**config.mk**
```make
export PLATFORM = sky130hd
export DESIGN_NAME = hazard_unit_sb_flat
export DESIGN_NICKNAME = d
export VERILOG_FILES = /design/src/rtl/hazard_unit_sb_pkg.sv /design/src/rtl/hazard_unit_sb_if.sv /design/src/rtl/hazard_unit_sb_mc_scoreboard.sv /design/src/rtl/hazard_unit_sb.sv /design/src/flat_wrapper.sv
export SDC_FILE = /design/constraint.sdc
export NUM_CORES = 1
export LEC_CHECK = 0
export ABC_AREA = 1
export CAP_MARGIN = 10
export CORE_MARGIN = 3
export CORE_UTILIZATION = 36
export CTS_BUF_LIST = sky130_fd_sc_hd__clkbuf_8 sky130_fd_sc_hd__clkbuf_16
export CTS_CLUSTER_SIZE = 25
export DETAILED_ROUTE_END_ITERATION = 10
export GPL_ROUTABILITY_DRIVEN = 0
export SYNTH_ARGS = -nofsm -noshare
export SYNTH_HDL_FRONTEND = slang
export SYNTH_SLANG_ARGS = --single-unit
```
**constraint.sdc**
```tcl
create_clock -name clk -period 2.2 [get_ports clk]
set_input_delay 0.44 -clock clk [delete_from_list [all_inputs] [get_ports clk]]
set_output_delay 0.44 -clock clk [all_outputs]
set_load 0.02 [all_outputs]
```
**src/rtl/hazard_unit_sb_pkg.sv**
```systemverilog
// Shared encodings for the hazard unit: forwarding mux selects and the
// PC-select value that marks a jump in EX.
package hazard_unit_sb_pkg;

   localparam logic [1:0] FWD_NONE    = 2'b00;
   localparam logic [1:0] FWD_MEM     = 2'b01;
   localparam logic [1:0] FWD_WB      = 2'b11;
   localparam logic [1:0] PC_SEL_JUMP = 2'd2;

endpackage

```
**src/rtl/hazard_unit_sb_if.sv**
```systemverilog
// Pipeline-to-hazard-unit bundle. The core side (master) drives the stage
// register indices and control qualifiers. The hazard unit (slave) returns
// the forwarding, stall and flush controls and the performance counters.
interface hazard_unit_sb_if #(
   parameter int REG_W = 5,
   parameter int CNT_W = 32
);

   logic [REG_W-1:0] rs1_DE;
   logic [REG_W-1:0] rs2_DE;
   logic [REG_W-1:0] rd_DE;
   logic [REG_W-1:0] rs1_EX;
   logic [REG_W-1:0] rs2_EX;
   logic [REG_W-1:0] rd_EX;
   logic [REG_W-1:0] rd_MEM;
   logic [REG_W-1:0] rd_WB;
   logic             rf_write_en_MEM;
   logic             rf_write_en_WB;
   logic             mem_read_en_EX;
   logic [1:0]       program_counter_controller_EX;
   logic             branch_control;
   logic             branch_decision;
   logic             mc_op_DE;
   logic             mc_issue_EX;
   logic             mc_done;
   logic [REG_W-1:0] mc_rd_done;

   logic [1:0]       forward_mode_rs1;
   logic [1:0]       forward_mode_rs2;
   logic             branch_correction;
   logic             stall_F;
   logic             stall_DE;
   logic             flush_DE;
   logic             flush_EX;
   logic             mc_timeout;
   logic [CNT_W-1:0] stall_cnt;
   logic [CNT_W-1:0] mispredict_cnt;

   modport master (
      output rs1_DE, rs2_DE, rd_DE, rs1_EX, rs2_EX, rd_EX, rd_MEM, rd_WB,
             rf_write_en_MEM, rf_write_en_WB, mem_read_en_EX,
             program_counter_controller_EX, branch_control, branch_decision,
             mc_op_DE, mc_issue_EX, mc_done, mc_rd_done,
      input  forward_mode_rs1, forward_mode_rs2, branch_correction,
             stall_F, stall_DE, flush_DE, flush_EX, mc_timeout,
             stall_cnt, mispredict_cnt
   );

   modport slave (
      input  rs1_DE, rs2_DE, rd_DE, rs1_EX, rs2_EX, rd_EX, rd_MEM, rd_WB,
             rf_write_en_MEM, rf_write_en_WB, mem_read_en_EX,
             program_counter_controller_EX, branch_control, branch_decision,
             mc_op_DE, mc_issue_EX, mc_done, mc_rd_done,
      output forward_mode_rs1, forward_mode_rs2, branch_correction,
             stall_F, stall_DE, flush_DE, flush_EX, mc_timeout,
             stall_cnt, mispredict_cnt
   );

endinterface

```
**src/rtl/hazard_unit_sb_mc_scoreboard.sv**
```systemverilog
// Busy scoreboard for the non-pipelined multi-cycle unit. Tracks which
// architectural registers have a pending multi-cycle result, whether an op
// is in flight, and raises a sticky timeout when an op overstays MAX_LAT.
module mc_scoreboard #(
   parameter int NUM_REGS = 32,
   parameter int REG_W    = 5,
   parameter int MAX_LAT  = 34
) (
   input  logic             clk,
   input  logic             rst,
   input  logic             issue,
   input  logic [REG_W-1:0] issue_rd,
   input  logic             done,
   input  logic [REG_W-1:0] done_rd,
   input  logic [REG_W-1:0] rs1,
   input  logic [REG_W-1:0] rs2,
   input  logic [REG_W-1:0] rd,
   output logic             busy_rs1,
   output logic             busy_rs2,
   output logic             busy_rd,
   output logic             inflight,
   output logic             timeout
);

   localparam int                  LAT_W    = $clog2(MAX_LAT + 1);
   localparam logic [LAT_W-1:0]    LAT_MAX  = LAT_W'(MAX_LAT);
   localparam logic [LAT_W-1:0]    LAT_ONE  = LAT_W'(1);
   localparam logic [REG_W-1:0]    REG_ZERO = {REG_W{1'b0}};
   localparam logic [NUM_REGS-1:0] BIT0     = {{(NUM_REGS-1){1'b0}}, 1'b1};

   logic [NUM_REGS-1:0] busy_r;
   logic [NUM_REGS-1:0] busy_nxt_s;
   logic [NUM_REGS-1:0] clr_mask_s;
   logic [NUM_REGS-1:0] set_mask_s;
   logic                inflight_r;
   logic [LAT_W-1:0]    lat_cnt_r;
   logic                timeout_r;

   // Next busy vector: completion clears first, issue sets afterwards, x0 never busy.
   always_comb begin
      clr_mask_s = done ? (BIT0 << done_rd) : {NUM_REGS{1'b0}};
      set_mask_s = (issue && (issue_rd != REG_ZERO)) ? (BIT0 << issue_rd) : {NUM_REGS{1'b0}};
      busy_nxt_s = ((busy_r & ~clr_mask_s) | set_mask_s) & ~BIT0;
   end

   // Scoreboard, in-flight flag and latency watchdog state.
   always_ff @(posedge clk) begin
      if (rst) begin
         busy_r     <= {NUM_REGS{1'b0}};
         inflight_r <= 1'b0;
         lat_cnt_r  <= {LAT_W{1'b0}};
         timeout_r  <= 1'b0;
      end else begin
         busy_r <= busy_nxt_s;
         if (issue) begin
            inflight_r <= 1'b1;
         end else if (done) begin
            inflight_r <= 1'b0;
         end else begin
            inflight_r <= inflight_r;
         end
         // Counter saturates at MAX_LAT so a stuck op cannot wrap it back to legal.
         if (issue) begin
            lat_cnt_r <= {LAT_W{1'b0}};
         end else if (inflight_r && (lat_cnt_r != LAT_MAX)) begin
            lat_cnt_r <= lat_cnt_r + LAT_ONE;
         end else begin
            lat_cnt_r <= lat_cnt_r;
         end
         if (inflight_r && !done && (lat_cnt_r == LAT_MAX)) begin
            timeout_r <= 1'b1;
         end else begin
            timeout_r <= timeout_r;
         end
      end
   end

   assign busy_rs1 = busy_r[rs1];
   assign busy_rs2 = busy_r[rs2];
   assign busy_rd  = busy_r[rd];
   assign inflight = inflight_r;
   assign timeout  = timeout_r;

endmodule

```
**src/rtl/hazard_unit_sb.sv**
```systemverilog
// Hazard unit for the 5-stage core: MEM/WB forwarding, load-use and
// multi-cycle (RAW/WAW/structural) stalls, jump and mispredict flushes,
// and saturating stall/mispredict counters.
module hazard_unit_sb
   import hazard_unit_sb_pkg::*;
#(
   parameter int NUM_REGS = 32,
   parameter int REG_W    = 5,
   parameter int MAX_LAT  = 34,
   parameter int CNT_W    = 32
) (
   input logic             clk,
   input logic             rst,
   hazard_unit_sb_if.slave hz
);

   localparam logic [REG_W-1:0] REG_ZERO = {REG_W{1'b0}};
   localparam logic [CNT_W-1:0] CNT_MAX  = {CNT_W{1'b1}};
   localparam logic [CNT_W-1:0] CNT_ONE  = CNT_W'(1);

   logic             sb_busy_rs1_s;
   logic             sb_busy_rs2_s;
   logic             sb_busy_rd_s;
   logic             sb_inflight_s;
   logic             sb_timeout_s;
   logic             load_use_s;
   logic             stall_req_s;
   logic             mispredict_s;
   logic             jump_s;
   logic             flush_de_s;
   logic             stall_de_s;
   logic [1:0]       fwd_rs1_s;
   logic [1:0]       fwd_rs2_s;
   logic [CNT_W-1:0] stall_cnt_r;
   logic [CNT_W-1:0] mispredict_cnt_r;

   // MEM result is younger than WB, so it wins when both match.
   function automatic logic [1:0] fwd_sel(input logic [REG_W-1:0] rs,
                                          input logic [REG_W-1:0] rd_mem,
                                          input logic             we_mem,
                                          input logic [REG_W-1:0] rd_wb,
                                          input logic             we_wb);
      logic [1:0] sel;
      if ((rs != REG_ZERO) && we_mem && (rs == rd_mem)) begin
         sel = FWD_MEM;
      end else if ((rs != REG_ZERO) && we_wb && (rs == rd_wb)) begin
         sel = FWD_WB;
      end else begin
         sel = FWD_NONE;
      end
      return sel;
   endfunction

   mc_scoreboard #(
      .NUM_REGS (NUM_REGS),
      .REG_W    (REG_W),
      .MAX_LAT  (MAX_LAT)
   ) u_sb (
      .clk      (clk),
      .rst      (rst),
      .issue    (hz.mc_issue_EX),
      .issue_rd (hz.rd_EX),
      .done     (hz.mc_done),
      .done_rd  (hz.mc_rd_done),
      .rs1      (hz.rs1_DE),
      .rs2      (hz.rs2_DE),
      .rd       (hz.rd_DE),
      .busy_rs1 (sb_busy_rs1_s),
      .busy_rs2 (sb_busy_rs2_s),
      .busy_rd  (sb_busy_rd_s),
      .inflight (sb_inflight_s),
      .timeout  (sb_timeout_s)
   );

   // Forwarding selects for both EX source operands.
   always_comb begin
      fwd_rs1_s = fwd_sel(hz.rs1_EX, hz.rd_MEM, hz.rf_write_en_MEM, hz.rd_WB, hz.rf_write_en_WB);
      fwd_rs2_s = fwd_sel(hz.rs2_EX, hz.rd_MEM, hz.rf_write_en_MEM, hz.rd_WB, hz.rf_write_en_WB);
   end

   // Stall/flush arbitration: any redirect squashes DE, so freezing F/DE would be wrong.
   always_comb begin
      load_use_s   = hz.mem_read_en_EX && (hz.rd_EX != REG_ZERO) &&
                     ((hz.rs1_DE == hz.rd_EX) || (hz.rs2_DE == hz.rd_EX));
      stall_req_s  = load_use_s || sb_busy_rs1_s || sb_busy_rs2_s ||
                     (sb_busy_rd_s && (hz.rd_DE != REG_ZERO)) ||
                     (hz.mc_op_DE && (sb_inflight_s || hz.mc_issue_EX));
      mispredict_s = hz.branch_control ^ hz.branch_decision;
      jump_s       = (hz.program_counter_controller_EX == PC_SEL_JUMP);
      flush_de_s   = mispredict_s || jump_s;
      stall_de_s   = stall_req_s && !flush_de_s;
   end

   // Saturating performance counters.
   always_ff @(posedge clk) begin
      if (rst) begin
         stall_cnt_r      <= {CNT_W{1'b0}};
         mispredict_cnt_r <= {CNT_W{1'b0}};
      end else begin
         if (stall_de_s && (stall_cnt_r != CNT_MAX)) begin
            stall_cnt_r <= stall_cnt_r + CNT_ONE;
         end else begin
            stall_cnt_r <= stall_cnt_r;
         end
         if (mispredict_s && (mispredict_cnt_r != CNT_MAX)) begin
            mispredict_cnt_r <= mispredict_cnt_r + CNT_ONE;
         end else begin
            mispredict_cnt_r <= mispredict_cnt_r;
         end
      end
   end

   assign hz.forward_mode_rs1  = fwd_rs1_s;
   assign hz.forward_mode_rs2  = fwd_rs2_s;
   assign hz.branch_correction = mispredict_s;
   assign hz.flush_DE          = flush_de_s;
   assign hz.flush_EX          = flush_de_s || stall_req_s;
   assign hz.stall_F           = stall_de_s;
   assign hz.stall_DE          = stall_de_s;
   assign hz.mc_timeout        = sb_timeout_s;
   assign hz.stall_cnt         = stall_cnt_r;
   assign hz.mispredict_cnt    = mispredict_cnt_r;

endmodule

```
**src/flat_wrapper.sv**
```systemverilog
// flat-port wrapper written by rule: the top's interface ports become plain ports
module hazard_unit_sb_flat import hazard_unit_sb_pkg::*;
#(
   parameter int NUM_REGS = 32,
   parameter int REG_W    = 5,
   parameter int MAX_LAT  = 34,
   parameter int CNT_W    = 32
)
  (clk, rst, hz_rs1_DE, hz_rs2_DE, hz_rd_DE, hz_rs1_EX, hz_rs2_EX, hz_rd_EX, hz_rd_MEM, hz_rd_WB, hz_rf_write_en_MEM, hz_rf_write_en_WB, hz_mem_read_en_EX, hz_program_counter_controller_EX, hz_branch_control, hz_branch_decision, hz_mc_op_DE, hz_mc_issue_EX, hz_mc_done, hz_mc_rd_done, hz_forward_mode_rs1, hz_forward_mode_rs2, hz_branch_correction, hz_stall_F, hz_stall_DE, hz_flush_DE, hz_flush_EX, hz_mc_timeout, hz_stall_cnt, hz_mispredict_cnt);
  hazard_unit_sb_if #(.REG_W(REG_W), .CNT_W(CNT_W)) hz_i ();
  input logic clk;
  input logic rst;
  input wire logic [$bits(hz_i.rs1_DE)-1:0] hz_rs1_DE;
  input wire logic [$bits(hz_i.rs2_DE)-1:0] hz_rs2_DE;
  input wire logic [$bits(hz_i.rd_DE)-1:0] hz_rd_DE;
  input wire logic [$bits(hz_i.rs1_EX)-1:0] hz_rs1_EX;
  input wire logic [$bits(hz_i.rs2_EX)-1:0] hz_rs2_EX;
  input wire logic [$bits(hz_i.rd_EX)-1:0] hz_rd_EX;
  input wire logic [$bits(hz_i.rd_MEM)-1:0] hz_rd_MEM;
  input wire logic [$bits(hz_i.rd_WB)-1:0] hz_rd_WB;
  input wire logic [$bits(hz_i.rf_write_en_MEM)-1:0] hz_rf_write_en_MEM;
  input wire logic [$bits(hz_i.rf_write_en_WB)-1:0] hz_rf_write_en_WB;
  input wire logic [$bits(hz_i.mem_read_en_EX)-1:0] hz_mem_read_en_EX;
  input wire logic [$bits(hz_i.program_counter_controller_EX)-1:0] hz_program_counter_controller_EX;
  input wire logic [$bits(hz_i.branch_control)-1:0] hz_branch_control;
  input wire logic [$bits(hz_i.branch_decision)-1:0] hz_branch_decision;
  input wire logic [$bits(hz_i.mc_op_DE)-1:0] hz_mc_op_DE;
  input wire logic [$bits(hz_i.mc_issue_EX)-1:0] hz_mc_issue_EX;
  input wire logic [$bits(hz_i.mc_done)-1:0] hz_mc_done;
  input wire logic [$bits(hz_i.mc_rd_done)-1:0] hz_mc_rd_done;
  output wire logic [$bits(hz_i.forward_mode_rs1)-1:0] hz_forward_mode_rs1;
  output wire logic [$bits(hz_i.forward_mode_rs2)-1:0] hz_forward_mode_rs2;
  output wire logic [$bits(hz_i.branch_correction)-1:0] hz_branch_correction;
  output wire logic [$bits(hz_i.stall_F)-1:0] hz_stall_F;
  output wire logic [$bits(hz_i.stall_DE)-1:0] hz_stall_DE;
  output wire logic [$bits(hz_i.flush_DE)-1:0] hz_flush_DE;
  output wire logic [$bits(hz_i.flush_EX)-1:0] hz_flush_EX;
  output wire logic [$bits(hz_i.mc_timeout)-1:0] hz_mc_timeout;
  output wire logic [$bits(hz_i.stall_cnt)-1:0] hz_stall_cnt;
  output wire logic [$bits(hz_i.mispredict_cnt)-1:0] hz_mispredict_cnt;
  assign hz_i.rs1_DE = hz_rs1_DE;
  assign hz_i.rs2_DE = hz_rs2_DE;
  assign hz_i.rd_DE = hz_rd_DE;
  assign hz_i.rs1_EX = hz_rs1_EX;
  assign hz_i.rs2_EX = hz_rs2_EX;
  assign hz_i.rd_EX = hz_rd_EX;
  assign hz_i.rd_MEM = hz_rd_MEM;
  assign hz_i.rd_WB = hz_rd_WB;
  assign hz_i.rf_write_en_MEM = hz_rf_write_en_MEM;
  assign hz_i.rf_write_en_WB = hz_rf_write_en_WB;
  assign hz_i.mem_read_en_EX = hz_mem_read_en_EX;
  assign hz_i.program_counter_controller_EX = hz_program_counter_controller_EX;
  assign hz_i.branch_control = hz_branch_control;
  assign hz_i.branch_decision = hz_branch_decision;
  assign hz_i.mc_op_DE = hz_mc_op_DE;
  assign hz_i.mc_issue_EX = hz_mc_issue_EX;
  assign hz_i.mc_done = hz_mc_done;
  assign hz_i.mc_rd_done = hz_mc_rd_done;
  assign hz_forward_mode_rs1 = hz_i.forward_mode_rs1;
  assign hz_forward_mode_rs2 = hz_i.forward_mode_rs2;
  assign hz_branch_correction = hz_i.branch_correction;
  assign hz_stall_F = hz_i.stall_F;
  assign hz_stall_DE = hz_i.stall_DE;
  assign hz_flush_DE = hz_i.flush_DE;
  assign hz_flush_EX = hz_i.flush_EX;
  assign hz_mc_timeout = hz_i.mc_timeout;
  assign hz_stall_cnt = hz_i.stall_cnt;
  assign hz_mispredict_cnt = hz_i.mispredict_cnt;
  hazard_unit_sb #(.NUM_REGS(NUM_REGS), .REG_W(REG_W), .MAX_LAT(MAX_LAT), .CNT_W(CNT_W)) u_core (.clk(clk), .rst(rst), .hz(hz_i));
endmodule
```
==> summary.md <==
| Metric | Value |
|---|---|
| Run status | finished with violations |
| Violations in the final reports | setup timing |
| Yosys warning total | 0 |
| Fin worst setup slack | -0.106 ns |
| Most area-consuming cells after synthesis | dfxtp_1 (28%), nand2_1 (17%), nand3_1 (8.8%) |
| Summed negative setup slack over all endpoints | -0.217 ns |
| Critical path required time | 1.76 ns |
| Initial Util | 36.9% |
| Maximum buffer depth of the clock tree | 2 |
| Post-synthesis cell area | 7250 µm² |
| Area growth syn-to-layout | 41.0% |
| Row count | 51 |
| Worst Path Max Fanout | 2 |
| Die span in y | 148 µm |
| Total routing resource utilization after global routing | 22.1% |
| EDFF count, synth | 0 |
| Pwr/cell area | 444 nW/µm² |
| Time the worst path needs with I/O delays and setup | 2.31 ns |
| Actual slew at the worst max-slew pin | 0.671 ns |
| Clock Root Buffer | clkbuf_16 |
| Total DRC errors in the routed layout | 0 |
| DRC marker count from the first detailed-route iteration | 521 |
| Antenna cell count | 0 |
| Layout cells sized above 1 | 20.5% |
| Fillcell total | 2059 |
| Number of buffers created by CTS | 9 |
| Core ar. | 19700 µm² |
| Most repeated cell in the gate-level netlist after synthesis | nand2_1 |
| Cell variety after synth | 43 |
| Leading post-synthesis cells by instance count | nand2_1 (324), inv_1 (167), nor2_1 (144), nand3_1 (128), dfxtp_1 (103) |
| Final antenna-violating net count | 0 |
| Per-instance average area after synthesis | 5.99 µm² |
| Clk slew on worst S/H paths | 0.08 ns |
| Crit-path slowest cell | dfxtp_2 |
| Final Setup Violations | 3 |
| H-tree depth reported by CTS | 3 |
| Async S/R FF share, synth | 0% |
| Number of hold violations in the final report | 0 |
| Top-level port count | 131 |
| Highest cell delay on the worst timing path | 0.34 ns |
| Maxcap violations | 0 |
| Global route overflow | 0 |
| Worst path bufs/invs | 4 |
| Number of instances in the placed design | 1670 |
| Die ar. | 21900 µm² |
| Clock sink count | 103 |
| Number of global-route vias before repair | 8162 |
| Mapped Nets | 1272 |
| Type of the worst setup path | reg2out |
| Hold WS | 0.476 ns |
| Final cell utilization of the core | 52.0% |
| Final period utilization | 105% |
| Via density | 5.00 |
| # nets final | 1495 |
| Port-buffer cells | 130 |
| Synth Instances | 1211 |
| Flip-flop and latch count after synthesis | 103 |
| Pins over their slew limit | 0 |
| Iteration count of the initial detailed-routing pass | 5 |
| Critical Path End Type | output port |
| Leading area contributor after synthesis | dfxtp_1 |
| Number of antenna violations at the first check in global routing | 2 |
| Non-filler instance count after layout | 1704 |
| RSZ-0062 raised after global routing | true |
| Type of the worst min-delay path | reg2reg |
| CP delay by family, top | simple AND/OR/NAND/NOR gates |
| Wire per inst | 14.5 µm |
| Cell leakage power | 4.44 nW |
| Slew headroom | 55.3% |
| Wire length of the first global-routing pass | 39800 µm |
| Pin count of the biggest net entering global routing | 60 |
| Final routed wirelength across all metal layers | 24700 µm |
| Maximum VDD drop | 0.338 mV |
| Worst setup skew after layout | 0.0113 ns |
| Die X-Extent | 148 µm |
| Total half-perimeter wirelength after legalization and detailed placement | 18300 µm |
| Dominant synthesized flop cell | dfxtp_1 |
| Clock tree from TritonCTS | yes |
| Routed vias | 8517 |
| Fraction of the yosys area taken by sequential cells | 28.4% |
| Clk Latency, worst-skew pair | 0.36 ns |
| Highest Clock Rate | 434 MHz |
| Proportion of netlist area held by the largest area contributor | 28.4% |
| Data arrival, critical path | 1.87 ns |
| Worst setup SP type | flop |
| Chain of cells forming the critical path | inv_2, buf_6, nand2_2, nand3_2, nand3_2, nand3_2, nand2_2, nand2_1, nand2_2, nor2_4, buf_6, a21oi_4, buf_6 |
timing repair:
action,4_1_cts,5_1_grt
pin swaps,37,29
setup buffers,5,9
setup endpoints to repair,32,24
resized for setup,199,57
gates cloned,4,0
hold buffers,0,0
area by class of cell:
cell class	count	area, µm²	area share, %
multi-input cells	889	4470	43.7
repair buffers	256	2340	22.9
flip-flops and latches	103	2080	20.4
inverters	173	682	6.67
well taps	265	332	3.24
clock buffers	10	239	2.34
clock inverters	6	62.6	0.612
repair inverters	2	15.0	0.147
worst paths after layout:
path	startpoint	endpoint	slack, ns	cells after the start
min	u_core.u_sb.timeout	u_core.u_sb.timeout	0.48	2
max	u_core.u_sb.busy_r[13]	hz_stall_F	-0.11	13
min reg2reg	u_core.u_sb.timeout	u_core.u_sb.timeout	0.48	2
max reg2reg	u_core.u_sb.busy_r[13]	u_core.hz.stall_cnt[0]	0.21	18
metal layers:
| metal | vias up | wire [µm] | track usage (%) |
|---|---|---|---|
| li1 | 4391 | - | - |
| met1 | 3793 | 11200 | 29.2 |
| met2 | 280 | 10900 | 36.0 |
| met3 | 49 | 1970 | 5.24 |
| met4 | 4 | 635 | 7.07 |
| met5 | - | 30 | 0 |
cells in the final DEF, fill, tap and decap left out, drive strengths merged, types with 13 or more instances in the layout:
cell type      instances
nand2                325
inv                  175
nor2                 148
buf                  142
nand3                129
dfxtp                103
clkdlybuf4s50         79
a21oi                 65
o21ai                 61
nand4                 59
nor3                  37
dlygate4sd2           15
clkdlybuf4s15         13
metrics by stage:
stage          setup slack [ns]  area [µm²]  power, mW
2_1_floorplan            0.0173        7270       2.47
3_3_place_gp             -0.943        9530       2.85
3_5_place_dp             -0.958        9530       2.86
4_1_cts                 -0.0873       10000       4.55
5_1_grt                  -0.198       10200       4.74
6_report                 -0.106       10200       4.54
report_power, final:
part           internal, mW  switching, mW  leakage [nW]
Sequential             1.89         0.0194         0.841
Combinational         0.427          0.565          3.45
Clock                 0.831          0.818         0.148
sequential cells by signal (all words and copies together) (netlist names):
register and flops:
u_core.u_sb.busy_r 31, u_core.hz.stall_cnt 32, u_core.hz.mispredict_cnt 32, u_core.u_sb.inflight 1
u_core.u_sb.lat_cnt_r 6, u_core.u_sb.timeout 1
cells by family (layout without fill, tap and decap cells):
logic type / Yosys count / in the layout / synth area share (%)
adders and majority gates: 4 / 4 / 0.690
AOI/OAI and AO/OA: 145 / 145 / 10.7
and+or+nand+nor: 718 / 718 / 44.3
DFF: 103 / 103 / 28.4
buffers and inverters: 219 / 447 / 13.2
xor gates and xnor gates: 22 / 22 / 2.66
tightest hold or removal path, delay by kind of cell (launching register included):
| kind | cells | cell delay, ns |
|---|---|---|
| simple gates | 2 | 0.12 |
| flops | 1 | 0.33 |
Power figures use the tool's default switching activity.
